--- src/rtl/seg_source_arbiter.sv ---
// Shares one 4-digit 7-segment display between a base value and three prioritised requesters.
// A granted value is held for HOLD_TICKS*TICK_DIV cycles; a higher or equal priority request preempts it.
module seg_source_arbiter #(
  parameter int TICK_DIV   = 100000,
  parameter int HOLD_TICKS = 500,
  parameter int W_DIV      = 17,
  parameter int W_HOLD     = 10
) (
  input  logic       CLK,
  input  logic       RST_N,
  input  logic [7:0] BASE_VAL,
  input  logic [2:0] REQ,
  input  logic [7:0] VAL0,
  input  logic [7:0] VAL1,
  input  logic [7:0] VAL2,
  output logic [7:0] BIN_OUT,
  output logic [1:0] SRC,
  output logic       BUSY,
  output logic [2:0] ACK
);

  localparam logic [0:0] ST_IDLE = 1'b0;
  localparam logic [0:0] ST_HOLD = 1'b1;

  logic [0:0]        state;
  logic [2:0]        pend;
  logic [7:0]        pval [3];
  logic [7:0]        val_in [3];
  logic [W_DIV-1:0]  div_cnt;
  logic [W_HOLD-1:0] hold_cnt;

  logic       any_pend;
  logic [1:0] low_idx;
  logic [1:0] cur_idx;
  logic       tick;
  logic       expire;
  logic       do_grant;
  logic       go_idle;
  logic [2:0] grant_vec;

  always_comb begin
    val_in[0] = VAL0;
    val_in[1] = VAL1;
    val_in[2] = VAL2;
  end

  always_comb begin
    any_pend = |pend;
    low_idx  = pend[0] ? 2'd0 : (pend[1] ? 2'd1 : 2'd2);
    // SRC is 1..3 while holding, so this is the index of the holding requester
    cur_idx  = SRC - 2'd1;
    tick     = (div_cnt == W_DIV'(TICK_DIV - 1));
    expire   = tick && (hold_cnt == W_HOLD'(HOLD_TICKS - 1));
    do_grant = 1'b0;
    go_idle  = 1'b0;
    if (state == ST_IDLE) begin
      do_grant = any_pend;
    end else begin
      do_grant = any_pend && ((low_idx <= cur_idx) || expire);
      go_idle  = expire && !any_pend;
    end
    grant_vec = do_grant ? (3'b001 << low_idx) : 3'b000;
  end

  assign BUSY = (state == ST_HOLD);

  always_ff @(posedge CLK or negedge RST_N) begin
    if (!RST_N) begin
      state    <= ST_IDLE;
      BIN_OUT  <= 8'd0;
      SRC      <= 2'd0;
      ACK      <= 3'b000;
      div_cnt  <= '0;
      hold_cnt <= '0;
    end else begin
      ACK <= grant_vec;
      if (do_grant) begin
        state    <= ST_HOLD;
        BIN_OUT  <= pval[low_idx];
        SRC      <= low_idx + 2'd1;
        div_cnt  <= '0;
        hold_cnt <= '0;
      end else if ((state == ST_IDLE) || go_idle) begin
        state    <= ST_IDLE;
        BIN_OUT  <= BASE_VAL;
        SRC      <= 2'd0;
        div_cnt  <= '0;
        hold_cnt <= '0;
      end else if (tick) begin
        div_cnt  <= '0;
        hold_cnt <= hold_cnt + W_HOLD'(1);
      end else begin
        div_cnt  <= div_cnt + W_DIV'(1);
      end
    end
  end

  // A strobe on the same edge as its own grant keeps the request pending with the new value
  always_ff @(posedge CLK or negedge RST_N) begin
    if (!RST_N) begin
      pend <= 3'b000;
      for (int i = 0; i < 3; i++) pval[i] <= 8'd0;
    end else begin
      for (int i = 0; i < 3; i++) begin
        if (REQ[i]) begin
          pend[i] <= 1'b1;
          pval[i] <= val_in[i];
        end else if (grant_vec[i]) begin
          pend[i] <= 1'b0;
        end
      end
    end
  end

endmodule

--- config.mk ---
export PLATFORM = sky130hd
export DESIGN_NAME = seg_source_arbiter
export DESIGN_NICKNAME = d
export VERILOG_FILES = /design/src/rtl/seg_source_arbiter.sv
export SDC_FILE = /design/constraint.sdc
export NUM_CORES = 1
export LEC_CHECK = 0
export BUFFER_PORTS_ARGS = -buffer_cell sky130_fd_sc_hd__buf_2
export CORE_ASPECT_RATIO = 1.2
export CORE_MARGIN = 10
export CORE_UTILIZATION = 30
export DETAILED_ROUTE_END_ITERATION = 8
export PLACE_DENSITY = 0.45
export SYNTH_ARGS = -nofsm -noshare
export SYNTH_HDL_FRONTEND = slang
export SYNTH_SLANG_ARGS = --single-unit
--- constraint.sdc ---
create_clock -name CLK -period 3.2 [get_ports CLK]
set_input_delay 0.16 -clock CLK [delete_from_list [all_inputs] [get_ports CLK]]
set_output_delay 0.16 -clock CLK [all_outputs]
set_load 0.02 [all_outputs]
==> impl_metrics.py, run 1 <==
metrics = {
    "hold_path": {
        "class_of_the_worst_hold_path": "input port to async pin",
    },
    "synthesis": {
        "postSynthCellCount": 291,
        "postSynthAreaPerCell_sq_um": 11.0,
        "synth_largest_type_area_fraction": 0.532,
        "ys_async_rst_share": 1.00,
        "synth_area_sq_um": 3200,
        "dominantRegCellSynth": "dfrtp_1",
        "synth_largest_area_cell": "dfrtp_1",
        "synth_sequential_area_ratio": 0.532,
        "synthDistinctLibCells": 38,
        "synth_warnings": 0,
        "count_of_flip_flops_with_a_built_in_enable_after_synthesis": 0,
        "ys_top_cells_by_area": "dfrtp_1 53%, mux2_2 8.5%, mux2i_1 5.0%, a21oi_1 3.0%, nor2_1 2.8%",
        "netlist_top_cells_count": "68 x dfrtp_1, 24 x mux2_2, 24 x nor2_1",
        "ys_ff_latch": 68,
        "syn-num-nets": 332,
        "synthMostInstantiatedCell": "dfrtp_1",
    },
    "floorplan": {
        "design.die.area_sq_um": 15200,
        "initial_utilization": 0.306,
        "core_region_area_sq_um": 10500,
        "floorplan.io_pins": 51,
        "placementRows": 41,
        "die_x_microns": 114,
        "fp.dieH_microns": 133,
    },
    "clock_network": {
        "clock_path_buffers": 2,
        "clock_sinks": 68,
        "clock_insertion_delay_worst_skew_ns": 0.33,
        "cts_made_buffers": 9,
        "htree_levels": 3,
        "tritoncts_clock_tree": "yes",
        "clock_input_transition_at_the_sequential_cells_of_the_worst_setup_and_hold_paths_ns": 0.05,
        "ctsResizeCount": 0,
        "cts_setup_buffers": 0,
        "cts.root.buffer_cell": "clkbuf_16",
        "holdBufCountCts": 0,
    },
    "global_route": {
        "grt_util_all_layers": 0.102,
        "wire_length_of_the_first_global_routing_pass_mm": 12.4,
        "grt.overflow.total": 0,
        "first_global_vias": 2442,
        "largest_net_degree_at_the_start_of_global_routing": 69,
        "grt_antenna_before_repair": 0,
    },
    "timing": {
        "setup_tns_final_ns": 0,
        "unrepaired_setup_endpoints_after_global_routing": "false",
        "final_worst_path_period_need_ns": 2.38,
        "timing_worst_slew_pin_value_ns": 0.886,
        "finalCritPeriodShare": 0.744,
        "drv_slew": 0,
        "timing.slew.headroom": 0.409,
        "clock-skew-final_ns": 0.00374,
        "timing.final.setup_violations": 0,
        "max_freq_mhz": 420,
        "hold_violations": 0,
    },
    "layout": {
        "area_growth_syn_to_layout_pct": 23.1,
        "final_nets": 387,
        "final_area_sq_um": 3940,
        "final_layout_size_suffix_gt1_frac": 0.299,
        "antenna_cells_inserted": 0,
    },
    "critical_path": {
        "worstSetupStartpointType": "flip-flop",
        "worstPathArrival_ns": 2.63,
        "cp_max_fo": 18,
        "crit_path_end_kind": "flip-flop",
        "path_class": "flip-flop to flip-flop",
        "required_ns": 3.44,
    },
    "power": {
        "netSwitchingPower_uw": 1350,
        "cellInternalPower_uw": 2300,
        "power.ir.vdd_worst_uv": 495,
        "power.density_cell_area_nw_per_um2": 927,
        "p_leak_uw": 0.00178,
        "power.share.switching": 0.371,
        "pwr-share-comb": 0.402,
        "pwr-share-seq": 0.311,
        "power.share.clock": 0.287,
    },
    "route": {
        "dr.first_iter.drc_count": 44,
        "wl_per_cell_microns": 15.5,
        "totalWireLength_mm": 7.45,
        "route.vias.total": 2301,
        "antenna_violating_nets_post_route": 0,
        "route.detailed.drc": 0,
        "drt_pre_antenna_iters": 4,
        "via_per_inst": 4.79,
    },
    "flow_run": {
        "drv_cap": 0,
    },
    "placement": {
        "gp_routability_congestion": 0.721,
        "postPlaceCellArea_sq_um": 3610,
        "post-dp-hpwl_mm": 5.24,
        "port_buffers": 50,
    },
    "outcome": {
        "outcome": "complete, no violations",
    },
}
[power by group through the flow]
stage,Clock [uW],Sequential (uW),Combinational [uW]
global route,1110,1160,1650
CTS,1070,1140,1510
floorplan,0,1240,944
detailed placement,0,1150,1500
global placement,0,1150,1490
finish,1050,1140,1470
[layout make-up]
cell class,instances,area (sq um)
Multi-Input combinational cell,203,1420
Timing Repair Buffer,57,303
Fill cell,1072,6530
Clock inverter,3,42.5
Inverter,7,26.3
Sequential cell,68,1700
Tap cell,129,161
Clock buffer,13,280
[routing by layer]
layer  share of wire  GRT usage  vias up  wire, microns
met5               0          0        -              0
met4           0.012     0.0418        0             87
met3           0.061     0.0422        7            452
met2            0.48      0.153       40           3570
met1            0.45      0.126     1110           3340
li1                -          -     1144              -
[placed cells by master (no fill, tap or decap), types with 5 or more instances in the layout]
cell type  synthesis  final
a21oi_1           19     19
buf_2              2     50
buf_4              1      7
clkbuf_16          0      9
dfrtp_1           68     68
inv_1              7      7
mux2_2            24     24
mux2i_1           16     16
nand2_1           23     23
nand3_1            8      8
nand4_1            6      6
nor2_1            24     24
o21ai_0           17     17
o31ai_1            5      5
or3_1              7      7
or4_1              6      6
xor2_1            10     10
[stage by stage]
| step | util | power [uW] | hold slack (ns) | std cells | setup slack [ns] |
|---|---|---|---|---|---|
| after floorplan | - | 2180 | -0.136 | 291 | 0.723 |
| after global placement | 0.345 | 2640 | 0.394 | 464 | 0.910 |
| after detailed placement | 0.345 | 2650 | 0.395 | 464 | 0.847 |
| after CTS | 0.376 | 3720 | 0.0467 | 480 | 0.801 |
| after global routing | 0.376 | 3920 | 0.0510 | 480 | 0.690 |
| final | 0.376 | 3650 | 0.0489 | 480 | 0.819 |
[flip-flops by register name (all words and copies together), names as in the netlist]
register  cells
BUSY          1
pval         24
pend          3
div_cnt      17
BIN_OUT       8
ACK           3
SRC           2
hold_cnt     10
[critical path, stage by stage (launching register included)]
cell and delay, ns:
dfrtp_1 0.50, nor2_1 0.11, ha_1 0.31, nor2b_1 0.13, o211a_1 0.27, o21a_4 0.30
or4_1 0.49, a21oi_1 0.18
[path summary, 6_finish.rpt]
path,end,from,cells after the start,slack [ns]
min,hold_cnt[2],RST_N,2,0.05
max in group asynchronous,pval[9],RST_N,2,2.59
min reg2reg,pend[2],pend[2],1,0.49
min in group CLK,pval[3],VAL2[3],2,0.06
max reg2reg,hold_cnt[5],pend[0],7,0.82
max,hold_cnt[5],pend[0],7,0.82
[cell families after synthesis]
| family | after synthesis | share of synthesized area |
|---|---|---|
| buffers and inverters | 20 | 0.0254 |
| DFF | 68 | 0.532 |
| AOI/OAI and AO/OA | 51 | 0.0927 |
| xor gates and xnor gates | 13 | 0.0356 |
| muxes | 40 | 0.135 |
| and+or+nand+nor | 95 | 0.164 |
| adders and majority gates | 4 | 0.0157 |
Note: power is estimated with default switching activity, not from simulation.
==> run 2, diff against run 1 <==
==> constraint.sdc (replaced) <==
create_clock -name CLK -period 2.2 [get_ports CLK]
set_input_delay 0.11 -clock CLK [delete_from_list [all_inputs] [get_ports CLK]]
set_output_delay 0.11 -clock CLK [all_outputs]
set_load 0.02 [all_outputs]
==> run 2 against run 1 <==
The flow now finishes with violations (negative setup slack). Non-clock buffer count increased by 10. Die area did not move. Final cell count is 2.1% higher. Critical path type unchanged. Critical endpoint is now hold_cnt[7]. Highest routed layer unchanged.
==> impl_metrics.py, run 2 (synthesis results as in run 1) <==
metrics = {
    "critical_path": {
        "cp_max_fo": 10,
        "critical_path.reg2reg.endpoint": "hold_cnt[7]",
        "required_ns": 2.46,
        "critical_path.top_delay_family": "simple AND/OR/NAND/NOR gates",
        "critical-path-max-stage-delay_ns": 0.54,
        "worstReg2RegStart": "SRC[1]",
        "crit_path_end_kind": "flip-flop",
        "worst-r2r-cell-count": 7,
        "critical_path.n_buffers_inverters": 0,
        "critPathSlowestCell": "or4_1",
        "worstSetupStartpointType": "flip-flop",
        "reg2reg_slack_ns": -0.04,
        "path_class": "flip-flop to flip-flop",
        "timing.critical_path.cells": "xor2_1 -> ha_1 -> nor2b_1 -> o211a_1 -> o21a_4 -> or4_1 -> a21oi_2",
        "worstPathArrival_ns": 2.49,
    },
    "placement": {
        "port_buffers": 50,
        "gp_routability_congestion": 0.732,
        "post-dp-hpwl_mm": 5.59,
    },
    "hold_path": {
        "class_of_the_worst_hold_path": "input port to flip-flop",
        "hold_path.startpoint": "VAL1[2]",
        "worstHoldEndpoint": "pval[10]",
        "holdPathStages": 2,
    },
    "floorplan": {
        "design.die.area_sq_um": 15200,
        "fp.dieH_microns": 133,
        "placementRows": 41,
        "initial_utilization": 0.306,
        "die_x_microns": 114,
        "core_region_area_sq_um": 10500,
        "floorplan.io_pins": 51,
    },
    "outcome": {
        "outcome": "finished with violations",
        "violations": "negative setup slack",
    },
    "layout": {
        "area_growth_syn_to_layout_pct": 25.5,
        "final_cell_mix": "66 x dfrtp_1, 50 x buf_2, 24 x mux2_2",
        "reg.largest.list": "pval: 24 flops, div_cnt: 17 flops, hold_cnt: 10 flops",
        "final_nets": 397,
        "number_of_flip_flops_under_the_largest_register_name": 24,
        "mostFrequentLayoutCell": "dfrtp_1",
        "largest-register": "pval",
        "antenna_cells_inserted": 0,
        "final_layout_size_suffix_gt1_frac": 0.330,
    },
    "route": {
        "via_per_inst": 4.79,
        "drt_pre_antenna_iters": 4,
        "route.detailed.drc": 0,
        "route.vias.total": 2348,
        "totalWireLength_mm": 7.42,
        "dr.first_iter.drc_count": 61,
        "wl_per_cell_microns": 15.1,
        "antenna_violating_nets_post_route": 0,
    },
    "power": {
        "total_power_uw": 5390,
        "power.ir.vdd_worst_uv": 791,
        "p_leak_uw": 0.00181,
        "power.density_cell_area_nw_per_um2": 1340,
    },
    "global_route": {
        "largest_net_degree_at_the_start_of_global_routing": 27,
        "wire_length_of_the_first_global_routing_pass_mm": 12.3,
        "grt_antenna_before_repair": 0,
        "first_global_vias": 2416,
        "grt.overflow.total": 0,
        "grt_util_all_layers": 0.101,
    },
    "clock_network": {
        "cts_made_buffers": 9,
        "htree_levels": 3,
        "cts.root.buffer_cell": "clkbuf_16",
        "cts_setup_buffers": 0,
        "clock_sinks": 68,
        "clock_insertion_delay_worst_skew_ns": 0.33,
        "clock_input_transition_at_the_sequential_cells_of_the_worst_setup_and_hold_paths_ns": 0.06,
        "tritoncts_clock_tree": "yes",
        "clock_path_buffers": 2,
    },
    "timing": {
        "finalCritPeriodShare": 1.02,
        "hold_violations": 0,
        "timing.slew.headroom": 0.697,
        "final_worst_path_period_need_ns": 2.24,
        "timing.final.setup_violations": 3,
        "timing_worst_slew_pin_value_ns": 0.454,
        "max_freq_mhz": 447,
        "fin_hold_ws_ns": 0.0153,
        "final_critical_path_setup_slack_ns": -0.0361,
        "clock-skew-final_ns": 0.00455,
        "drv_slew": 0,
        "unrepaired_setup_endpoints_after_global_routing": "true",
    },
    "flow_run": {
        "drv_cap": 0,
    },
}
==> run 2: cell types whose count changed in the layout (fill, tap and decap cells not counted), moves of 2 or more <==
cell           change
a21oi_2            +4
dlygate4sd3_1      +2
a21oi_1            -4
dfrtp_2            +2
buf_4              +5
buf_6              +3
dfrtp_1            -2
==> run 2: worst max path at each step <==
| stage | from | endpoint | slack, ns | cells after the start |
|---|---|---|---|---|
| global placement | SRC[1] | hold_cnt[7] | 0.03 | 7 |
| detailed placement | SRC[0] | hold_cnt[7] | -0.01 | 7 |
| floorplan | SRC[1] | hold_cnt[6] | 0.0002 | 7 |
| finish | SRC[1] | hold_cnt[7] | -0.04 | 7 |
| CTS | SRC[0] | hold_cnt[7] | -0.01 | 7 |
| global route | SRC[1] | hold_cnt[4] | -0.10 | 8 |
==> run 2: final cells by class <==
class                           count  area, sq um
Tap cell                          129          161
Fill cell                        1073         6450
Clock inverter                      3         20.0
Multi-Input combinational cell    203         1440
Clock buffer                       13          270
Sequential cell                    68         1700
Timing Repair Buffer               67          394
Inverter                            7         26.3
==> run 2: through the flow <==
step | area, sq um | instances | util | setup TNS (ns) | setup slack, ns
final | 4020 | 490 | 0.384 | -0.0477 | -0.0361
after global routing | 4020 | 490 | 0.384 | -0.506 | -0.102
after CTS | 3990 | 490 | 0.381 | -0.0139 | -0.00990
after detailed placement | 3680 | 472 | 0.352 | -0.0132 | -0.0132
after global placement | 3680 | 472 | 0.352 | 0 | 0.0315
after floorplan | 3210 | 291 | - | 0 | 0.000158
==> run 2: timing repair <==
item                       CTS  global route
hold endpoints to repair    17             0
hold buffers                 2             0
gates resized for setup      0             7
setup endpoints to repair    3            10
pin swaps                    1             0
==> run 2: worst register-to-register path, stage by stage, from the launching register on <==
cell and delay [ns]:
dfrtp_2 0.40, xor2_1 0.16, ha_1 0.28, nor2b_1 0.13
o211a_1 0.25, o21a_4 0.25, or4_1 0.54, a21oi_2 0.15
==> run 2: metal layers <==
metal | track usage | up-vias | part of all wire
li1 | - | 1166 | -
met1 | 0.119 | 1132 | 0.43
met2 | 0.164 | 40 | 0.50
met3 | 0.0319 | 10 | 0.053
met4 | 0.0460 | 0 | 0.017
met5 | 0 | - | 0
==> run 2: power by group <==
part	internal, uW	switching [uW]
registers	1510	132
clock network	853	517
logic	1010	1370
==> run 3, diff against run 2 <==
--- a/config.mk
+++ b/config.mk
@@ -10,7 +10,8 @@
 export CORE_MARGIN = 10
 export CORE_UTILIZATION = 30
 export DETAILED_ROUTE_END_ITERATION = 8
-export PLACE_DENSITY = 0.45
+export GPL_TIMING_DRIVEN = 0
+export PLACE_DENSITY = 0.57
 export SYNTH_ARGS = -nofsm -noshare
 export SYNTH_HDL_FRONTEND = slang
 export SYNTH_SLANG_ARGS = --single-unit
==> constraint.sdc (replaced) <==
create_clock -name CLK -period 2.3 [get_ports CLK]
set_input_delay 0.115 -clock CLK [delete_from_list [all_inputs] [get_ports CLK]]
set_output_delay 0.115 -clock CLK [all_outputs]
set_load 0.02 [all_outputs]
==> run 3 against run 2 <==
The flow now finishes without violations. Hold slack improved by 0.0031 ns. Die area unchanged. Combinational power increased by 2%. Via count increased by 1.1%. Fmax about the same. Total power increased by 4.4%. Register-to-register slack improved by 0.10 ns. Critical path depth increased by 1. Sequential power decreased by 4%. Critical path type unchanged. Critical endpoint is now hold_cnt[5]. Highest routed layer unchanged.
==> impl_metrics.py, run 3 (synthesis results as in run 1) <==
metrics = {
    "route": {
        "met2WireLength_mm": 3.61,
        "total_met3_wirelength_after_detailed_routing_microns": 468,
        "route.top_layer_used": "met4",
        "wl_per_cell_microns": 15.4,
        "via_per_inst": 4.83,
        "dr.first_iter.drc_count": 69,
        "totalWireLength_mm": 7.55,
        "detail_route.wirelength.met1_mm": 3.37,
        "antenna_violating_nets_post_route": 0,
        "route.vias.total": 2373,
        "drt_pre_antenna_iters": 5,
        "route.detailed.drc": 0,
    },
    "layout": {
        "reg.largest.list": "pval: 24 flops, div_cnt: 17 flops, hold_cnt: 10 flops",
        "largest-register": "pval",
        "n_fill_cell": 1063,
        "final_layout_size_suffix_gt1_frac": 0.337,
        "antenna_cells_inserted": 0,
        "area_growth_syn_to_layout_pct": 28.4,
        "number_of_flip_flops_under_the_largest_register_name": 24,
        "final_cell_mix": "68 x dfrtp_1, 48 x buf_2, 24 x mux2_2",
        "final_nets": 398,
        "mostFrequentLayoutCell": "dfrtp_1",
        "fin_util": 0.392,
    },
    "clock_network": {
        "clock_path_buffers": 2,
        "cts.root.buffer_cell": "clkbuf_16",
        "cts_made_buffers": 9,
        "clock_insertion_delay_worst_skew_ns": 0.33,
        "clock_sinks": 68,
        "tritoncts_clock_tree": "yes",
        "clock_input_transition_at_the_sequential_cells_of_the_worst_setup_and_hold_paths_ns": 0.06,
        "htree_levels": 3,
    },
    "critical_path": {
        "critical-path-max-stage-delay_ns": 0.47,
        "worst-r2r-cell-count": 8,
        "critical_path.reg2reg.endpoint": "hold_cnt[5]",
        "critical_path.n_buffers_inverters": 1,
        "worstSetupStartpointType": "flip-flop",
        "critPathSlowestCell": "or4_1",
        "path_class": "flip-flop to flip-flop",
        "crit_path_end_kind": "flip-flop",
        "timing.critical_path.cells": "buf_6 -> nor2_2 -> ha_1 -> nor2b_4 -> o211a_4 -> o21a_4 -> or4_1 -> a21oi_1",
        "worstPathArrival_ns": 2.48,
        "cp_max_fo": 8,
        "critical_path.top_delay_family": "simple AND/OR/NAND/NOR gates",
        "worstReg2RegStart": "pend[1]",
        "reg2reg_slack_ns": 0.07,
        "required_ns": 2.55,
    },
    "timing": {
        "timing.final.setup_violations": 0,
        "hold_violations": 0,
        "unrepaired_setup_endpoints_after_global_routing": "true",
        "max_freq_mhz": 448,
        "finalCritPeriodShare": 0.971,
        "clock-skew-final_ns": 0.00757,
        "drv_slew": 0,
        "timing_worst_slew_pin_value_ns": 0.865,
        "final_worst_path_period_need_ns": 2.23,
        "timing.slew.headroom": 0.424,
        "fin_hold_ws_ns": 0.0183,
    },
    "placement": {
        "port_buffers": 47,
        "gp_routability_congestion": 0.797,
        "post-dp-hpwl_mm": 5.32,
    },
    "power": {
        "pwr-share-seq": 0.280,
        "p_leak_uw": 0.00184,
        "pwr-share-comb": 0.431,
        "cellInternalPower_uw": 3560,
        "power.share.switching": 0.368,
        "power.share.clock": 0.290,
        "power.density_cell_area_nw_per_um2": 1370,
        "netSwitchingPower_uw": 2070,
        "power.ir.vdd_worst_uv": 704,
    },
    "outcome": {
        "outcome": "complete, no violations",
    },
    "hold_path": {
        "holdPathStages": 2,
        "worstHoldEndpoint": "pval[3]",
        "hold_path.startpoint": "VAL2[3]",
        "class_of_the_worst_hold_path": "input port to flip-flop",
    },
    "global_route": {
        "largest_net_degree_at_the_start_of_global_routing": 69,
        "grt_antenna_before_repair": 0,
        "grt.overflow.total": 0,
        "wire_length_of_the_first_global_routing_pass_mm": 12.4,
        "grt_util_all_layers": 0.100,
        "first_global_vias": 2499,
    },
    "floorplan": {
        "core_region_area_sq_um": 10500,
        "floorplan.io_pins": 51,
        "die_x_microns": 114,
        "placementRows": 41,
        "initial_utilization": 0.306,
        "fp.dieH_microns": 133,
        "design.die.area_sq_um": 15200,
    },
    "flow_run": {
        "drv_cap": 0,
    },
}
run 3: cell count changes in the layout (fill, tap and decap cells not counted), sizes merged:
| cell | delta |
|---|---|
| clkinv | -1 |
| inv | +1 |
| clkbuf | +8 |
| dlygate4sd3 | -1 |
| clkinvlp | -1 |
| bufinv | +3 |
| buf | -8 |
run 3: metrics by stage:
step                power [uW]  setup WS [ns]  std cells  instance area [sq um]  TNS [ns]
floorplan                 3040         0.0243        291                   3200         0
global placement          3650         -0.459        467                   3600     -7.58
detailed placement        3680         -0.457        467                   3600     -8.04
CTS                       5490         0.0224        489                   4020         0
global route              5990        -0.0407        491                   4110    -0.173
finish                    5630         0.0657        491                   4110         0
run 3: worst reg2reg max path: stages, from the launching register on:
cell     delay (ns)
dfrtp_1        0.39
buf_6          0.13
nor2_2         0.10
ha_1           0.26
nor2b_4        0.14
o211a_4        0.25
o21a_4         0.25
or4_1          0.48
a21oi_1        0.16
run 3: worst max path at each step:
stage,startpoint,slack [ns],to,cells past startpoint
final,pend[1],0.07,hold_cnt[5],8
after global routing,SRC[1],-0.04,hold_cnt[5],7
after CTS,SRC[1],0.02,hold_cnt[7],7
after detailed placement,pend[1],-0.46,div_cnt[10],8
after global placement,pend[1],-0.46,div_cnt[4],8
after floorplan,pend[1],0.02,hold_cnt[6],8
run 3: layer usage:
metal,global-route usage,up-vias
met5,0,-
met4,0.0335,0
met3,0.0328,12
met2,0.160,58
met1,0.124,1135
li1,-,1168
run 3: power by group through the flow:
| stage | sequential, uW | clock, uW | combinational, uW |
|---|---|---|---|
| global route | 1600 | 1720 | 2670 |
| finish | 1570 | 1630 | 2420 |
| floorplan | 1720 | 0 | 1320 |
| detailed placement | 1590 | 0 | 2090 |
| global placement | 1590 | 0 | 2060 |
| CTS | 1570 | 1660 | 2260 |
run 3: final cells by class:
| type | instances | area (sq um) | area share |
|---|---|---|---|
| Inverter | 7 | 26.3 | 0.00640 |
| Multi-Input combinational cell | 203 | 1490 | 0.363 |
| Clock buffer | 11 | 253 | 0.0615 |
| Clock inverter | 5 | 106 | 0.0259 |
| Timing Repair Buffer | 55 | 298 | 0.0725 |
| Buffer | 13 | 71.3 | 0.0174 |
| Sequential cell | 68 | 1700 | 0.414 |
| Tap cell | 129 | 161 | 0.0393 |
run 3: repair_timing:
| action | in CTS | in global routing |
|---|---|---|
| gates resized for setup | 8 | 18 |
| hold buffers | 1 | 0 |
| gates cloned | 1 | 0 |
| pin swaps | 2 | 11 |
| setup buffers | 4 | 2 |
| setup endpoints to repair | 39 | 31 |
| hold endpoints to repair | 68 | 0 |
